===== config.mk =====
export PLATFORM = sky130hd
export DESIGN_NAME = gpr_wr_arbiter
export DESIGN_NICKNAME = d
export VERILOG_FILES = /design/src/rtl/gpr_wr_arbiter.sv
export SDC_FILE = /design/constraint.sdc
export NUM_CORES = 1
export LEC_CHECK = 0
export CAP_MARGIN = 15
export CORE_MARGIN = 10
export CORE_UTILIZATION = 35
export CTS_CLUSTER_SIZE = 40
export DETAILED_ROUTE_END_ITERATION = 16
export GPL_ROUTABILITY_DRIVEN = 0
export PLACE_DENSITY = 0.77
export SYNTH_ARGS = -nofsm -noshare
export SYNTH_HDL_FRONTEND = slang
export SYNTH_SLANG_ARGS = --single-unit

===== constraint.sdc =====
create_clock -name clock -period 1.65 [get_ports clock]
set_input_delay 0.33 -clock clock [delete_from_list [all_inputs] [get_ports clock]]
set_output_delay 0.33 -clock clock [all_outputs]
set_load 0.005 [all_outputs]

===== src/rtl/gpr_wr_arbiter.sv =====
// Write-port arbiter for the 32x32 GPR file: pipeline writeback vs long-latency unit,
// with a registered write stage, a starvation guard and a pending-destination mask.
module gpr_wr_arbiter #(
    parameter int STARVE_LIMIT = 4,
    parameter int CNT_W        = 4
) (
    input  logic        clock,
    input  logic        reset,

    input  logic        p_valid,
    output logic        p_ready,
    input  logic [4:0]  p_addr,
    input  logic [31:0] p_data,
    input  logic [31:0] p_pc8,

    input  logic        l_valid,
    output logic        l_ready,
    input  logic [4:0]  l_addr,
    input  logic [31:0] l_data,
    input  logic [31:0] l_pc8,

    input  logic        l_issue,
    input  logic [4:0]  l_issue_addr,

    output logic        wrEnable,
    output logic [4:0]  wr,
    output logic [31:0] wrData,
    output logic [31:0] pc8,
    output logic [31:0] pend
);

    typedef enum logic [0:0] {
        ST_NORMAL  = 1'b0,
        ST_FAVOR_L = 1'b1
    } state_t;

    localparam logic [CNT_W-1:0] LIMIT = CNT_W'(STARVE_LIMIT);
    localparam logic [CNT_W-1:0] ONE   = CNT_W'(1);

    state_t           state_q, state_d;
    logic [CNT_W-1:0] cnt_q, cnt_d;

    logic        wr_en_q, wr_en_d;
    logic [4:0]  wr_q, wr_d;
    logic [31:0] wr_data_q, wr_data_d;
    logic [31:0] pc8_q, pc8_d;
    logic [31:0] pend_q, pend_d;

    logic        p_grant;
    logic        l_grant;
    logic [31:0] pend_set;
    logic [31:0] pend_clr;

    // Readies are forced low during reset so nothing handshakes into a flop being cleared.
    always_comb begin
        p_ready = 1'b0;
        l_ready = 1'b0;
        if (!reset) begin
            case (state_q)
                ST_NORMAL: begin
                    p_ready = p_valid;
                    l_ready = l_valid & ~p_valid;
                end
                ST_FAVOR_L: begin
                    l_ready = l_valid;
                    p_ready = p_valid & ~l_valid;
                end
                default: begin
                    p_ready = 1'b0;
                    l_ready = 1'b0;
                end
            endcase
        end
    end

    assign p_grant = p_valid & p_ready;
    assign l_grant = l_valid & l_ready;

    // Starvation guard: count consecutive cycles where l was held off by p.
    always_comb begin
        state_d = state_q;
        cnt_d   = cnt_q;
        case (state_q)
            ST_NORMAL: begin
                if (p_valid && l_valid) begin
                    cnt_d = cnt_q + ONE;
                    if (cnt_d == LIMIT) begin
                        state_d = ST_FAVOR_L;
                        cnt_d   = '0;
                    end
                end else begin
                    cnt_d = '0;
                end
            end
            ST_FAVOR_L: begin
                if (l_grant || !l_valid) begin
                    state_d = ST_NORMAL;
                    cnt_d   = '0;
                end
            end
            default: begin
                state_d = ST_NORMAL;
                cnt_d   = '0;
            end
        endcase
    end

    // Writes to r0 are accepted but never reach the file; the stage keeps its old contents.
    always_comb begin
        wr_en_d   = 1'b0;
        wr_d      = wr_q;
        wr_data_d = wr_data_q;
        pc8_d     = pc8_q;
        if (p_grant && (p_addr != 5'd0)) begin
            wr_en_d   = 1'b1;
            wr_d      = p_addr;
            wr_data_d = p_data;
            pc8_d     = p_pc8;
        end else if (l_grant && (l_addr != 5'd0)) begin
            wr_en_d   = 1'b1;
            wr_d      = l_addr;
            wr_data_d = l_data;
            pc8_d     = l_pc8;
        end
    end

    genvar gi;
    generate
        for (gi = 0; gi < 32; gi = gi + 1) begin : g_pend
            if (gi == 0) begin : g_zero
                assign pend_set[gi] = 1'b0;
                assign pend_clr[gi] = 1'b0;
                assign pend_d[gi]   = 1'b0;
            end else begin : g_bit
                assign pend_set[gi] = l_issue & (l_issue_addr == 5'(gi));
                assign pend_clr[gi] = l_grant & (l_addr == 5'(gi));
                // A new issue to the same register outranks the retiring write.
                assign pend_d[gi]   = pend_set[gi] | (pend_q[gi] & ~pend_clr[gi]);
            end
        end
    endgenerate

    always_ff @(posedge clock) begin
        if (reset) begin
            state_q   <= ST_NORMAL;
            cnt_q     <= '0;
            wr_en_q   <= 1'b0;
            wr_q      <= 5'd0;
            wr_data_q <= 32'd0;
            pc8_q     <= 32'd0;
            pend_q    <= 32'd0;
        end else begin
            state_q   <= state_d;
            cnt_q     <= cnt_d;
            wr_en_q   <= wr_en_d;
            wr_q      <= wr_d;
            wr_data_q <= wr_data_d;
            pc8_q     <= pc8_d;
            pend_q    <= pend_d;
        end
    end

    assign wrEnable = wr_en_q;
    assign wr       = wr_q;
    assign wrData   = wr_data_q;
    assign pc8      = pc8_q;
    assign pend     = pend_q;

endmodule

==> metrics.cfg, run 1 <==
[critical_path]
cp_max_fo=2
slowest_stage=clkdlybuf4s50_1
cp_top_family=buffers and inverters
crit_cells=1
crit_type=flip-flop to output pin
path_buf_inv=1
timing.reg2reg.setup_slack_ps=120
cp_data_arrival_time_ps=1270
timing.rr.start=state_q$_SDFF_PP0_
reg2reg_depth=6
timing.rr.end=pc8[9]$_SDFFE_PP0P_
critPathLaunchType=flip-flop
cp-end-kind=output pin
path_cells=clkdlybuf4s50_1
max_stage_delay_ps=570
required_ps=1320

[cells_and_area]
diodes=0
stdcell_count=924
syn_to_final_growth_pct=78.14
final_common_cell=clkdlybuf4s50_1
final_cell_mix=238 x clkdlybuf4s50_1, 105 x dfxtp_1, 52 x a221o_1, 35 x nand2_1
fillers=1022
drive_above_1_share_pct=12.77
nets=897

[clocking]
cts-root-buf=clkbuf_16
clock_path_buffers=2
cts_hold_buf=0
cts_buffers=9
clkTransAtPathRegs_ps=70
clock_latency_ps=350
cts_tree=built
cts_max_level=3
clock_sinks=106

[min_path]
holdPathStages=1
hold_start=wr[1]$_SDFFE_PP0P_
min_to=wr[1]$_SDFFE_PP0P_
hold_class=flip-flop to flip-flop

[floorplan]
io_pins=252
row_count=41
die_y_um=133
core_mm2=0.01257
die_area_mm2=0.01769
fp.dieW_um=133
initial_utilization_pct=35.56

[detailed_routing]
drtIter0Drc=305
drtAntennaViolNets=0
via_per_inst=5.353
vias=4946
firstDrtPassIters=4
drc=0
wl_per_cell_um=21.40
wl_um=19770

[sta]
finalMaxSlewViolations=0
timing.fmax_ghz=0.6256
period_needed_ps=1598
setup_violations=0
worst_slack_ps=51.56
finClkSkew_ps=12.67
fin_crit_sh_pct=96.88
hold_violations=0

[synth]
ys_seq_elements=106
yosysSeqAreaShare_pct=47.48
postSynthCellCount=467
async_flop_share_pct=0
ys.flop_type=dfxtp_1
synth_edf_count=0
synth_nets=617
yosysWarnings=0
synth_cell_types=46
synthesis.area_mm2=0.004469
syn_avg_cell_area_um2=9.570

[global_routing]
grt_overflow=0
grt_pass1_wl_um=29280
grt_antenna_before_repair=0
grt_usage_pct=20.84
grt_max_degree=46
grt_pass1_vias=5104

[placed_design]
place_ws_ps=-872.9
port_buffers=250
dpl.hpwl_um=14110
dp_cells=894

[pwr]
ir_worst_vdd_mv=0.6014
power.density_mw_per_mm2=803.6
leakagePower_nw=2.968

[job]
drv_cap=0

[run_status]
status=finished, final reports clean

[Yosys cell counts, types with 2 or more instances]
| cell | n | area, um2 |
|---|---|---|
| ha_1 | 2 | 25.02 |
| nand3b_1 | 2 | 15.01 |
| and2_1 | 18 | 112.6 |
| nand4_1 | 2 | 12.51 |
| nand3_1 | 5 | 25.02 |
| a21o_1 | 4 | 30.03 |
| nor2_1 | 7 | 26.28 |
| a221o_1 | 52 | 520.5 |
| buf_4 | 2 | 15.01 |
| o21ai_0 | 28 | 140.1 |
| xor2_1 | 2 | 17.52 |
| or4_1 | 3 | 22.52 |
| o32ai_1 | 15 | 131.4 |
| a311oi_1 | 13 | 113.9 |
| and2_0 | 36 | 225.2 |
| buf_2 | 2 | 10.01 |
| buf_1 | 4 | 15.01 |
| buf_6 | 5 | 56.30 |
| inv_1 | 18 | 67.56 |
| nand2b_1 | 6 | 37.54 |
| nand2_1 | 37 | 138.9 |
| a22o_1 | 3 | 26.28 |
| o21ai_1 | 5 | 25.02 |
| nor4_1 | 15 | 93.84 |
| nor2b_1 | 22 | 137.6 |
| clkbuf_1 | 21 | 78.83 |
| nor3_1 | 14 | 70.07 |
| dfxtp_1 | 106 | 2122 |
[report_power, final]
group	switching (mW)	internal [mW]	leakage, nW
logic	0.499	0.874	1.96
clock network	1.02	1.18	0.135
registers	0.0960	2.73	0.874
total	1.61	4.79	2.97
[repair_timing]
| item | CTS | global route |
|---|---|---|
| endpoints found under the setup margin | 82 | 72 |
| pin swaps | 8 | 8 |
| resized for setup | 35 | 26 |
| setup buffers | 6 | 2 |
| cloned | 4 | 5 |
[flip-flops by register name (all words and copies together) (netlist names)]
| name | cells |
|---|---|
| pc8 | 32 |
| wrData | 32 |
| pend | 31 |
| wr | 5 |
| cnt_q | 4 |
| state_q | 1 |
| wrEnable | 1 |
[worst reg2reg max path, delay by kind of cell (launching register included)]
kind	cells	cell delay (ps)
AO/OA/AOI/OAI	2	530
buffers and inverters	2	360
AND/OR/NAND/NOR	2	150
flip-flops	1	390
[logic make-up after synthesis]
group | after synthesis | share of synthesized area [%]
and+or+nand+nor | 175 | 22.12
AOI/OAI and AO/OA | 128 | 23.85
DFF | 106 | 47.48
buffers and inverters | 53 | 5.515
xor gates and xnor gates | 2 | 0.3920
adders and majority gates | 2 | 0.5598
other | 1 | 0.08391
[routing by layer]
| metal | GRT usage, % | vias to the layer above | routed length, um |
|---|---|---|---|
| met3 | 6.207 | 22 | 1437 |
| met1 | 24.16 | 2423 | 8006 |
| met4 | 6.479 | 0 | 337 |
| li1 | - | 2294 | - |
| met2 | 35.94 | 207 | 9989 |
| met5 | 0 | - | 0 |
[metrics by stage]
stage	hold slack [ps]	setup TNS (ps)	cell area, um2	utilization (%)	total power [mW]
6_report	461.0	0	7961	63.34	6.397
3_3_place_gp	438.5	-59300	7365	58.60	4.119
4_1_cts	456.0	-27.38	7831	62.31	6.385
3_5_place_dp	447.0	-65650	7365	58.60	4.148
2_1_floorplan	446.6	0	4469	-	3.251
5_1_grt	472.2	-6.833	7961	63.34	6.626
[final cells by class]
type / instances / area (um2) / share of cell area [%]
inverters: 19 / 73.82 / 0.9272
repair buffers: 300 / 3023 / 37.97
flip-flops and latches: 106 / 2126 / 26.70
well taps: 172 / 215.2 / 2.703
multi-input cells: 311 / 2228 / 27.99
clock inverters: 6 / 66.31 / 0.8329
clock buffers: 10 / 229.0 / 2.876
[worst max path at each step]
| stage | startpoint | end | slack (ps) |
|---|---|---|---|
| 6_report | wrData[1]$_SDFFE_PP0P_ | wrData[1] | 50 |
| 2_1_floorplan | l_addr[3] | wrData[16]$_SDFFE_PP0P_ | 30 |
| 5_1_grt | p_addr[4] | pc8[20]$_SDFFE_PP0P_ | -7 |
| 4_1_cts | l_addr[0] | pc8[27]$_SDFFE_PP0P_ | -9 |
| 3_3_place_gp | p_valid | wrData[8]$_SDFFE_PP0P_ | -790 |
| 3_5_place_dp | p_valid | wrData[15]$_SDFFE_PP0P_ | -870 |
Power figures use the tool's default switching activity.
==> run 2, diff against run 1 <==
--- a/config.mk
+++ b/config.mk
@@ -12,6 +12,7 @@
 export DETAILED_ROUTE_END_ITERATION = 16
 export GPL_ROUTABILITY_DRIVEN = 0
 export PLACE_DENSITY = 0.77
+export REMOVE_ABC_BUFFERS = 1
 export SYNTH_ARGS = -nofsm -noshare
 export SYNTH_HDL_FRONTEND = slang
 export SYNTH_SLANG_ARGS = --single-unit
==> metrics.cfg, run 2 (synthesis gave the netlist of run 1 again) <==
[clocking]
clkTransAtPathRegs_ps=70  ; about the same
clock_sinks=106  ; unchanged
cts_hold_buf=0  ; unchanged
cts_buffers=9  ; unchanged
clock_latency_ps=350  ; about the same
clock_path_buffers=2  ; unchanged
cts_tree=built
cts-root-buf=clkbuf_16
cts_max_level=3  ; unchanged

[critical_path]
crit_type=flip-flop to flip-flop
max_stage_delay_ps=370  ; -200 ps
timing.rr.end=wrData[30]$_SDFFE_PP0P_
reg2reg_depth=9  ; +3
critPathLaunch=state_q$_SDFF_PP0_
crit_cells=9  ; +8
path_buf_inv=5  ; +4
required_ps=1880  ; +560 ps
cpMostUsedCell=buf_6
cp_data_arrival_time_ps=1850  ; +580 ps
cp-end-kind=flip-flop
critPathLaunchType=flip-flop
cp_top_family=buffers and inverters
timing.reg2reg.setup_slack_ps=30  ; -90 ps
timing.rr.start=state_q$_SDFF_PP0_
cp_max_fo=14  ; +12
endpoint=wrData[30]$_SDFFE_PP0P_
path_cells=nand2_2 > nand2_4 > buf_4 > inv_2 > buf_6 > a211oi_4 > buf_6 > buf_16 > a221o_1
slowest_stage=dfxtp_4

[sta]
worst_slack_ps=30.84  ; -20.72 ps
finalMaxSlewViolations=0  ; unchanged
period_needed_ps=1619  ; +20.72 ps
fin_crit_sh_pct=98.13  ; +1.3 points
finClkSkew_ps=4.682  ; -7.993 ps
timing.fmax_ghz=0.6176  ; -1.3%
rsz0062_at_grt=yes
setup-tns-final_ps=0  ; unchanged
slew-limit-headroom_pct=62.80
tightestPinTransition_ps=558.0
setup_violations=0  ; unchanged
hold_violations=0  ; unchanged

[detailed_routing]
wl_um=20850  ; +5.5%
drc=0  ; unchanged
firstDrtPassIters=5  ; +1
wl_per_cell_um=22.54  ; +5.4%
drtIter0Drc=319  ; +4.6%
vias=4981  ; +0.71%
drtAntennaViolNets=0  ; unchanged
via_per_inst=5.385  ; +0.60%

[pwr]
switchingPower_mw=1.552  ; -3.7%
post-layout-total-power_mw=6.212  ; -2.9%
pwr-share-comb_pct=22.2  ; +0.7 points
p_sw_share_pct=24.99  ; -0.21 points
ir_worst_vdd_mv=0.5709  ; -5.1%
p_seq_share_pct=45.5  ; +1.3 points
p_clk_share_pct=32.3  ; -2.1 points
intPower_mw=4.660  ; -2.6%
power.density_mw_per_mm2=784.1  ; -2.4%
leakagePower_nw=2.954  ; -0.46%

[placed_design]
place_ws_ps=-829.9  ; +43.04 ps
port_buffers=250  ; unchanged
dpl.hpwl_um=15040  ; +6.6%

[global_routing]
grt_usage_pct=22.26  ; +1.4 points
grt_max_degree=51  ; +11%
grt_overflow=0  ; unchanged
grt_antenna_before_repair=2  ; +2
grt_pass1_wl_um=30790  ; +5.2%
grt_pass1_vias=4966  ; -2.7%

[run_status]
status=finished, final reports clean

[floorplan]
core_mm2=0.01257  ; unchanged
initial_utilization_pct=35.56  ; unchanged
row_count=41  ; unchanged
io_pins=252  ; unchanged
die_area_mm2=0.01769  ; unchanged
die_y_um=133  ; unchanged
fp.dieW_um=133  ; unchanged

[cells_and_area]
final_cell_mix=238 x clkdlybuf4s50_1, 105 x dfxtp_1, 52 x a221o_1, 36 x and2_0, 36 x buf_4
drive_above_1_share_pct=12.12  ; -0.65 points
nets=896  ; -0.11%
final_common_cell=clkdlybuf4s50_1
utilization_pct=63.04  ; -0.31 points
syn_to_final_growth_pct=77.27

[min_path]
hold_class=flip-flop to flip-flop

[job]
drv_cap=0  ; unchanged

[run 2: metrics by stage]
stage | hold slack, ps | instances | instance area (um2)
after CTS | 456.7 | 921 | 7841
after detailed placement | 441.0 | 894 | 7377
after global routing | 469.6 | 923 | 7918
after floorplan | 402.1 | 433 | 4294
after global placement | 433.9 | 894 | 7377
final | 456.3 | 925 | 7923
[run 2: layer usage]
layer	vias up	GRT usage [%]	wire [um]
met5	-	0	12
met4	2	4.156	154
met3	16	9.122	2088
met2	253	38.85	10490
met1	2410	24.98	8107
li1	2300	-	-
[run 2: final cells by class]
type                    instances  area, um2
fillers                      1012       4646
flip-flops and latches        106       2126
diodes                          2      5.005
clock inverters                 5      30.03
clock buffers                  11      242.7
multi-input cells             311       2210
inverters                      19      71.32
repair buffers                299       3023
well taps                     172      215.2
[run 2: power groups by stage]
stage          registers [mW]  logic [mW]  clock network [mW]
3_3_place_gp             2.88        1.26                   0
4_1_cts                  2.83        1.36                2.05
2_1_floorplan            2.89       0.311                   0
3_5_place_dp             2.88        1.28                   0
5_1_grt                  2.84        1.45                2.13
6_report                 2.83        1.38                2.01
[run 2: worst min-delay path by stage]
| stage | from | to | slack (ps) | cells after the start |
|---|---|---|---|---|
| after floorplan | reset | pc8[0]$_SDFFE_PP0P_ | 400 | 1 |
| after global routing | l_valid | cnt_q[3]$_SDFFE_PP0P_ | 470 | 3 |
| final | wr[0]$_SDFFE_PP0P_ | wr[0]$_SDFFE_PP0P_ | 460 | 1 |
| after global placement | wr[1]$_SDFFE_PP0P_ | wr[1]$_SDFFE_PP0P_ | 430 | 1 |
| after CTS | wr[0]$_SDFFE_PP0P_ | wr[0]$_SDFFE_PP0P_ | 460 | 1 |
| after detailed placement | wr[0]$_SDFFE_PP0P_ | wr[0]$_SDFFE_PP0P_ | 440 | 1 |
[run 2: timing repair]
action / in CTS / in global routing
gates resized for setup: 36 / 12
pin swaps: 9 / 6
endpoints found under the setup margin: 82 / 68
cloned: 5 / 2
buffers inserted: 6 / 0
==> patch 1: new RTL, config.mk and constraints of run 1 <==
The parameter `CNT_W` goes from 4 to 3.
--- a/src/rtl/gpr_wr_arbiter.sv
+++ b/src/rtl/gpr_wr_arbiter.sv
@@ -2,7 +2,7 @@
 // with a registered write stage, a starvation guard and a pending-destination mask.
 module gpr_wr_arbiter #(
     parameter int STARVE_LIMIT = 4,
-    parameter int CNT_W        = 4
+    parameter int CNT_W        = 3
 ) (
     input  logic        clock,
     input  logic        reset,
Formal check against the unedited RTL: same outputs for any inputs over 10 cycles, from zero or initial values and one cycle with reset high; that may be too few to reach the edited logic, so the function may still have changed.
==> patch 1 against run 1 <==
  * The run now ends with negative setup slack left
  * Global-route usage rose by 1.2 points
  * Power barely moved
  * Critical path depth rose by 8
  * Cell count rose by 11%
  * Largest cell class unchanged
  * Worst setup slack got worse by 0.11 ns
  * Via count rose by 13%
  * Synthesized area rose by 3.5%
  * Count of clock-buffer cells in the layout rose by 2
  * Routed wire length rose by 11%
  * Sequential cell count fell by 1
  * Highest routed layer unchanged
  * Cell area rose by 9.8%
==> patch 1: results (changes against run 1) <==
Timing:
- The final total negative setup slack is -0.724 ns (-0.724 ns).
- The final worst setup slack is -0.0567 ns (-0.108 ns).
- The worst setup skew after layout is 0.00544 ns (-0.00723 ns).
- The number of pins exceeding their max-slew limit in the final report came to 0 (unchanged).
- The final-report setup violation count came to 27 (+27).
- The relative slew slack is 65.0%.
- The worst hold margin is 0.267 ns (-0.194 ns).

GRT:
- The first-pass GRT wire length is 32000 um (+9.2%).
- The number of antenna violations at the first check in global routing was 0 (unchanged).
- The via count of the first global-routing pass came to 5834 (+14%).
- The aggregate global-route resource usage is 22.0% (+1.2 points).
- The maximum number of pins on one net before global-route repair is 38 (-17%).

Detailed routing:
- The average wire per cell in the routed design is 21.3 um (-0.35%).
- The number of iterations in the first detailed-routing pass came to 5 (+1).
- The detailed router's first-iteration violation count is 444 (+46%).
- The total via count after detailed routing was 5607 (+13%).

Synth:
- The mean area per synthesized cell came to 8.32 um^2 (-13%).
- The count of yosys warnings during synthesis came to 0 (unchanged).
- The net count of the mapped netlist came to 706 (+14%).
- The primary flip-flop cell chosen by synthesis mapping is sky130_fd_sc_hd__dfxtp_1.
- By area the synthesized netlist is led by sky130_fd_sc_hd__dfxtp_1, sky130_fd_sc_hd__a211oi_1, sky130_fd_sc_hd__nand2_1.
- By count the netlist is led by sky130_fd_sc_hd__dfxtp_1, sky130_fd_sc_hd__nand2_1, sky130_fd_sc_hd__nor2_1.
- The number of distinct library cells after synthesis is 39 (-15%).
- The async set or reset register ratio after synthesis was 0% (unchanged).
- The register area share after synthesis is 45.4% (-2.1 points).

Worst setup path:
- The largest fanout on the critical path was 6 (+4).
- Among cell families on the critical path, the largest total delay comes from buffers and inverters.
- The slowest stage of the critical path is the sky130_fd_sc_hd__or4_4 cell.
- The setup slack on the worst flop-to-flop path is 0.10 ns (-0.02 ns).
- The maximum single-stage delay on the critical path is roughly 0.56 ns.
- The arrival time of the worst setup path was 1.97 ns (+0.70 ns).

Clocking:
- The tree is rooted in a sky130_fd_sc_hd__clkbuf_16.
- The latest clock arrival within the worst-skew pair is 0.35 ns (about the same).
- The H-tree level count is 3 (unchanged).
- The number of buffers created by CTS was 9 (unchanged).
- The maximum buffer depth of the clock tree is 2 (unchanged).
- The clock transition at the registers of the reported paths is 0.07 ns (about the same).

Placed design:
- The number of placed instances, taps included is 978 (+9.4%).
- The count of buffers from port buffering is 250 (unchanged).
- The detailed-placement wirelength estimate came to 14700 um (+4.3%).
- The cell area after placement was 7600 um^2 (+3.2%).
- The worst setup slack after placement was -0.724 ns (+0.149 ns).

Power and ir drop:
- The leakage power is 3.26 nW (+9.8%).
- The power per unit of standard cell area was 732 nW/um^2 (-8.8%).
- The peak ir drop on the vdd network was 0.539 mV (-10%).

Job:
- The max-capacitance violation count is 0 (unchanged).

Hold path:
- The worst hold path belongs to the class in -> reg.

Outcome:
- The checks that failed: negative setup slack.
- The run finished, with violations left.

Finish:
- The share of layout cells above drive strength 1 came to 20.7% (+7.9 points).
- The filler cell count is 985 (-3.6%).
- The post-route non-filler standard cell count is 1025 (+11%).
## patch 1: per-layer routing
layer / wire length (um) / vias up / GRT usage [%] / share of wire (%)
met4: 824 / 0 / 10.6 / 3.8
met3: 1990 / 56 / 6.45 / 9.1
met1: 8460 / 2675 / 25.0 / 39
met2: 10600 / 292 / 37.0 / 48
li1: - / 2584 / - / -
met5: 0 / - / 0 / 0
## patch 1: logic make-up after synthesis
logic type               Yosys count  share of synthesized area (%)
AO/OA/AOI/OAI                    189                           29.1
XOR/XNOR                           1                          0.189
adder cells (fa/ha/maj)            2                          0.541
buffers and inverters             47                           4.65
flip-flops                       105                           45.4
other                              1                         0.0810
AND/OR/NAND/NOR                  211                           20.0
## patch 1: cell type report
type / count / area share [%]
Tap cell: 172 / 2.46
Multi-Input combinational cell: 404 / 29.4
Clock buffer: 12 / 3.05
Antenna cell: 1 / 0.0286
Sequential cell: 105 / 24.1
Inverter: 2 / 0.0859
Clock inverter: 3 / 0.172
Timing Repair Buffer: 326 / 40.7
## patch 1: tightest hold or removal path, cell delays in order
cell and delay [ns]:
sky130_fd_sc_hd__clkbuf_2 0.09, sky130_fd_sc_hd__nor2_1 0.09, sky130_fd_sc_hd__nor3_1 0.05
## patch 1: power breakdown
part	internal, W	switching (W)
Combinational	0.000937	0.000619
Sequential	0.00268	0.0000910
Clock	0.00113	0.000947
## patch 1: path summary, 6_finish.rpt
| kind | start | end | cells past startpoint |
|---|---|---|---|
| min reg2reg | pc8[9] | pc8[9] | 2 |
| max | l_addr[3] | wrData[6] | 9 |
| max reg2reg | state_q | wrData[30] | 8 |
| min | p_addr[2] | wr[2] | 3 |
## patch 1: timing repair
item	CTS	global route
buffers inserted	15	2
gates resized for setup	71	43
pin swaps	50	22
gates cloned	11	6
endpoints found under the setup margin	73	68
==> patch 2: new RTL, flow settings as in run 1 <==
Without the edit above. Make the reset (`reset`) asynchronous in one clocked block.
--- a/src/rtl/gpr_wr_arbiter.sv
+++ b/src/rtl/gpr_wr_arbiter.sv
@@ -140,7 +140,7 @@
         end
     endgenerate
 
-    always_ff @(posedge clock) begin
+    always_ff @(posedge clock or posedge reset) begin
         if (reset) begin
             state_q   <= ST_NORMAL;
             cnt_q     <= '0;
Function: differs if reset is asserted again (counterexample within 4 cycles, from zero or initial values and one cycle with reset high); with reset held inactive, the same outputs for 10 cycles.
==> patch 2 against run 1 <==
  * The flow now finishes with violations (negative setup slack)
  * Cell count grew 11%
  * Synthesized area grew 8.0%
  * Critical path type is now reg -> reg
  * Clock skew shrank 0.0066 ns
  * Routed wire length grew 15%
  * Non-clock buffer count grew 24
  * Cell area grew 20%
  * Sequential cell count is the same
  * Worst setup slack lost 0.10 ns
Power is not compared: it rests on default switching activity, and its combinational part moved more than twofold at a synthesized area within 25%.
==> patch 2: results (changes against run 1) <==
Worst setup path:
- The cell count of the worst reg-to-reg path was 9 (+3).
- The first element of the critical path is state_q.
- The arrival time of the worst setup path is 1.97 ns (+0.70 ns).
- The critical path endpoint is pc8[30].

Power and ir drop:
- The final total power is approximately 0.0084 W.

GRT:
- The aggregate global-route resource usage is 21.9% (+1.0 points).
- The first-pass GRT wire length is 32300 um (+10%).

Hold path:
- The kind of path behind the tightest hold check is in -> reg.
- The end point of the most critical hold path is wr[2].

Finish:
- The synthesis-to-finish area growth is 98.1%.
- The filler cell count was 937 (-8.3%).
- The fraction of area in non-clock buffers is 37.3% (-0.66 points).
- The sequential cell area in the final layout is 2650 um^2 (+25%).
- The number of non-clock inverters in the layout came to 2 (-17).
- The share of layout cells above drive strength 1 is 25.8% (+13 points).
- The count of flip-flops and latches is 106 (unchanged).
- The clock-cell share of area came to 3.14% (-0.57 points).
- The post-route non-filler standard cell count is 1028 (+11%).
- The layout buffer count excluding clock buffers is 324 (+8.0%).

Timing:
- The final-report setup violation count was 37 (+37).
- The final worst setup slack is -0.0504 ns (-0.102 ns).
- The worst setup skew after layout is 0.00604 ns (-0.00663 ns).

Synth:
- The adder and majority cell fraction of the synthesized area is 0.519% (-0.041 points).
- The async set or reset register ratio after synthesis is 100% (+100 points).
- By count the netlist is led by sky130_fd_sc_hd__nand2_1, sky130_fd_sc_hd__dfrtp_1, sky130_fd_sc_hd__nor2_1.
- The area fraction in compound gates after synthesis is 18.4% (-5.4 points).
- The net count of the mapped netlist is 695 (+13%).
- The number of distinct library cells after synthesis is 42 (-8.7%).
- The register area share after synthesis is 55.0% (+7.5 points).

Placed design:
- The number of placed instances, taps included came to 981 (+9.7%).
- The worst setup slack after placement is -0.585 ns (+0.288 ns).

Floorplanning:
- The chip width was 137 um (+3.3%).

Outcome:
- The flow ran to the end, but the final reports show violations.
- The final reports fail on negative setup slack.
==> patch 2: changes by cell type in the layout (fill, tap and decap cells not counted), moves of 29 or more <==
cell | before | now
sky130_fd_sc_hd__dfrtp_1 | 0 | 106
sky130_fd_sc_hd__dfxtp_1 | 105 | 0
sky130_fd_sc_hd__nand2_1 | 35 | 115
sky130_fd_sc_hd__a221o_1 | 52 | 0
sky130_fd_sc_hd__a31oi_1 | 0 | 34
sky130_fd_sc_hd__and2_0 | 34 | 0
sky130_fd_sc_hd__nor2_2 | 1 | 31
sky130_fd_sc_hd__nor2_1 | 5 | 34
==> patch 2: metal layers <==
metal | part of all wire (%) | track usage (%) | vias to the layer above | wire, um
met5 | 0 | 0 | - | 0
met4 | 3.0 | 7.96 | 0 | 686
met3 | 8.9 | 6.41 | 53 | 2020
met2 | 50 | 38.3 | 266 | 11400
met1 | 38 | 24.7 | 2732 | 8530
li1 | - | - | 2501 | -
==> patch 2: timing repair <==
item                       in CTS  in global routing
pin swaps                      14                 47
gates cloned                   13                  2
gates resized for setup        99                136
setup buffers                  14                  3
setup endpoints to repair      95                 94
==> patch 2: worst max-delay path, stage by stage, from the launching register on <==
cell and delay, ns:
sky130_fd_sc_hd__dfrtp_1 0.41, sky130_fd_sc_hd__buf_6 0.13, sky130_fd_sc_hd__a21boi_2 0.14, sky130_fd_sc_hd__buf_4 0.15, sky130_fd_sc_hd__o211ai_4 0.08, sky130_fd_sc_hd__buf_12 0.14
sky130_fd_sc_hd__buf_12 0.13, sky130_fd_sc_hd__buf_12 0.13, sky130_fd_sc_hd__buf_16 0.15, sky130_fd_sc_hd__a31oi_4 0.16
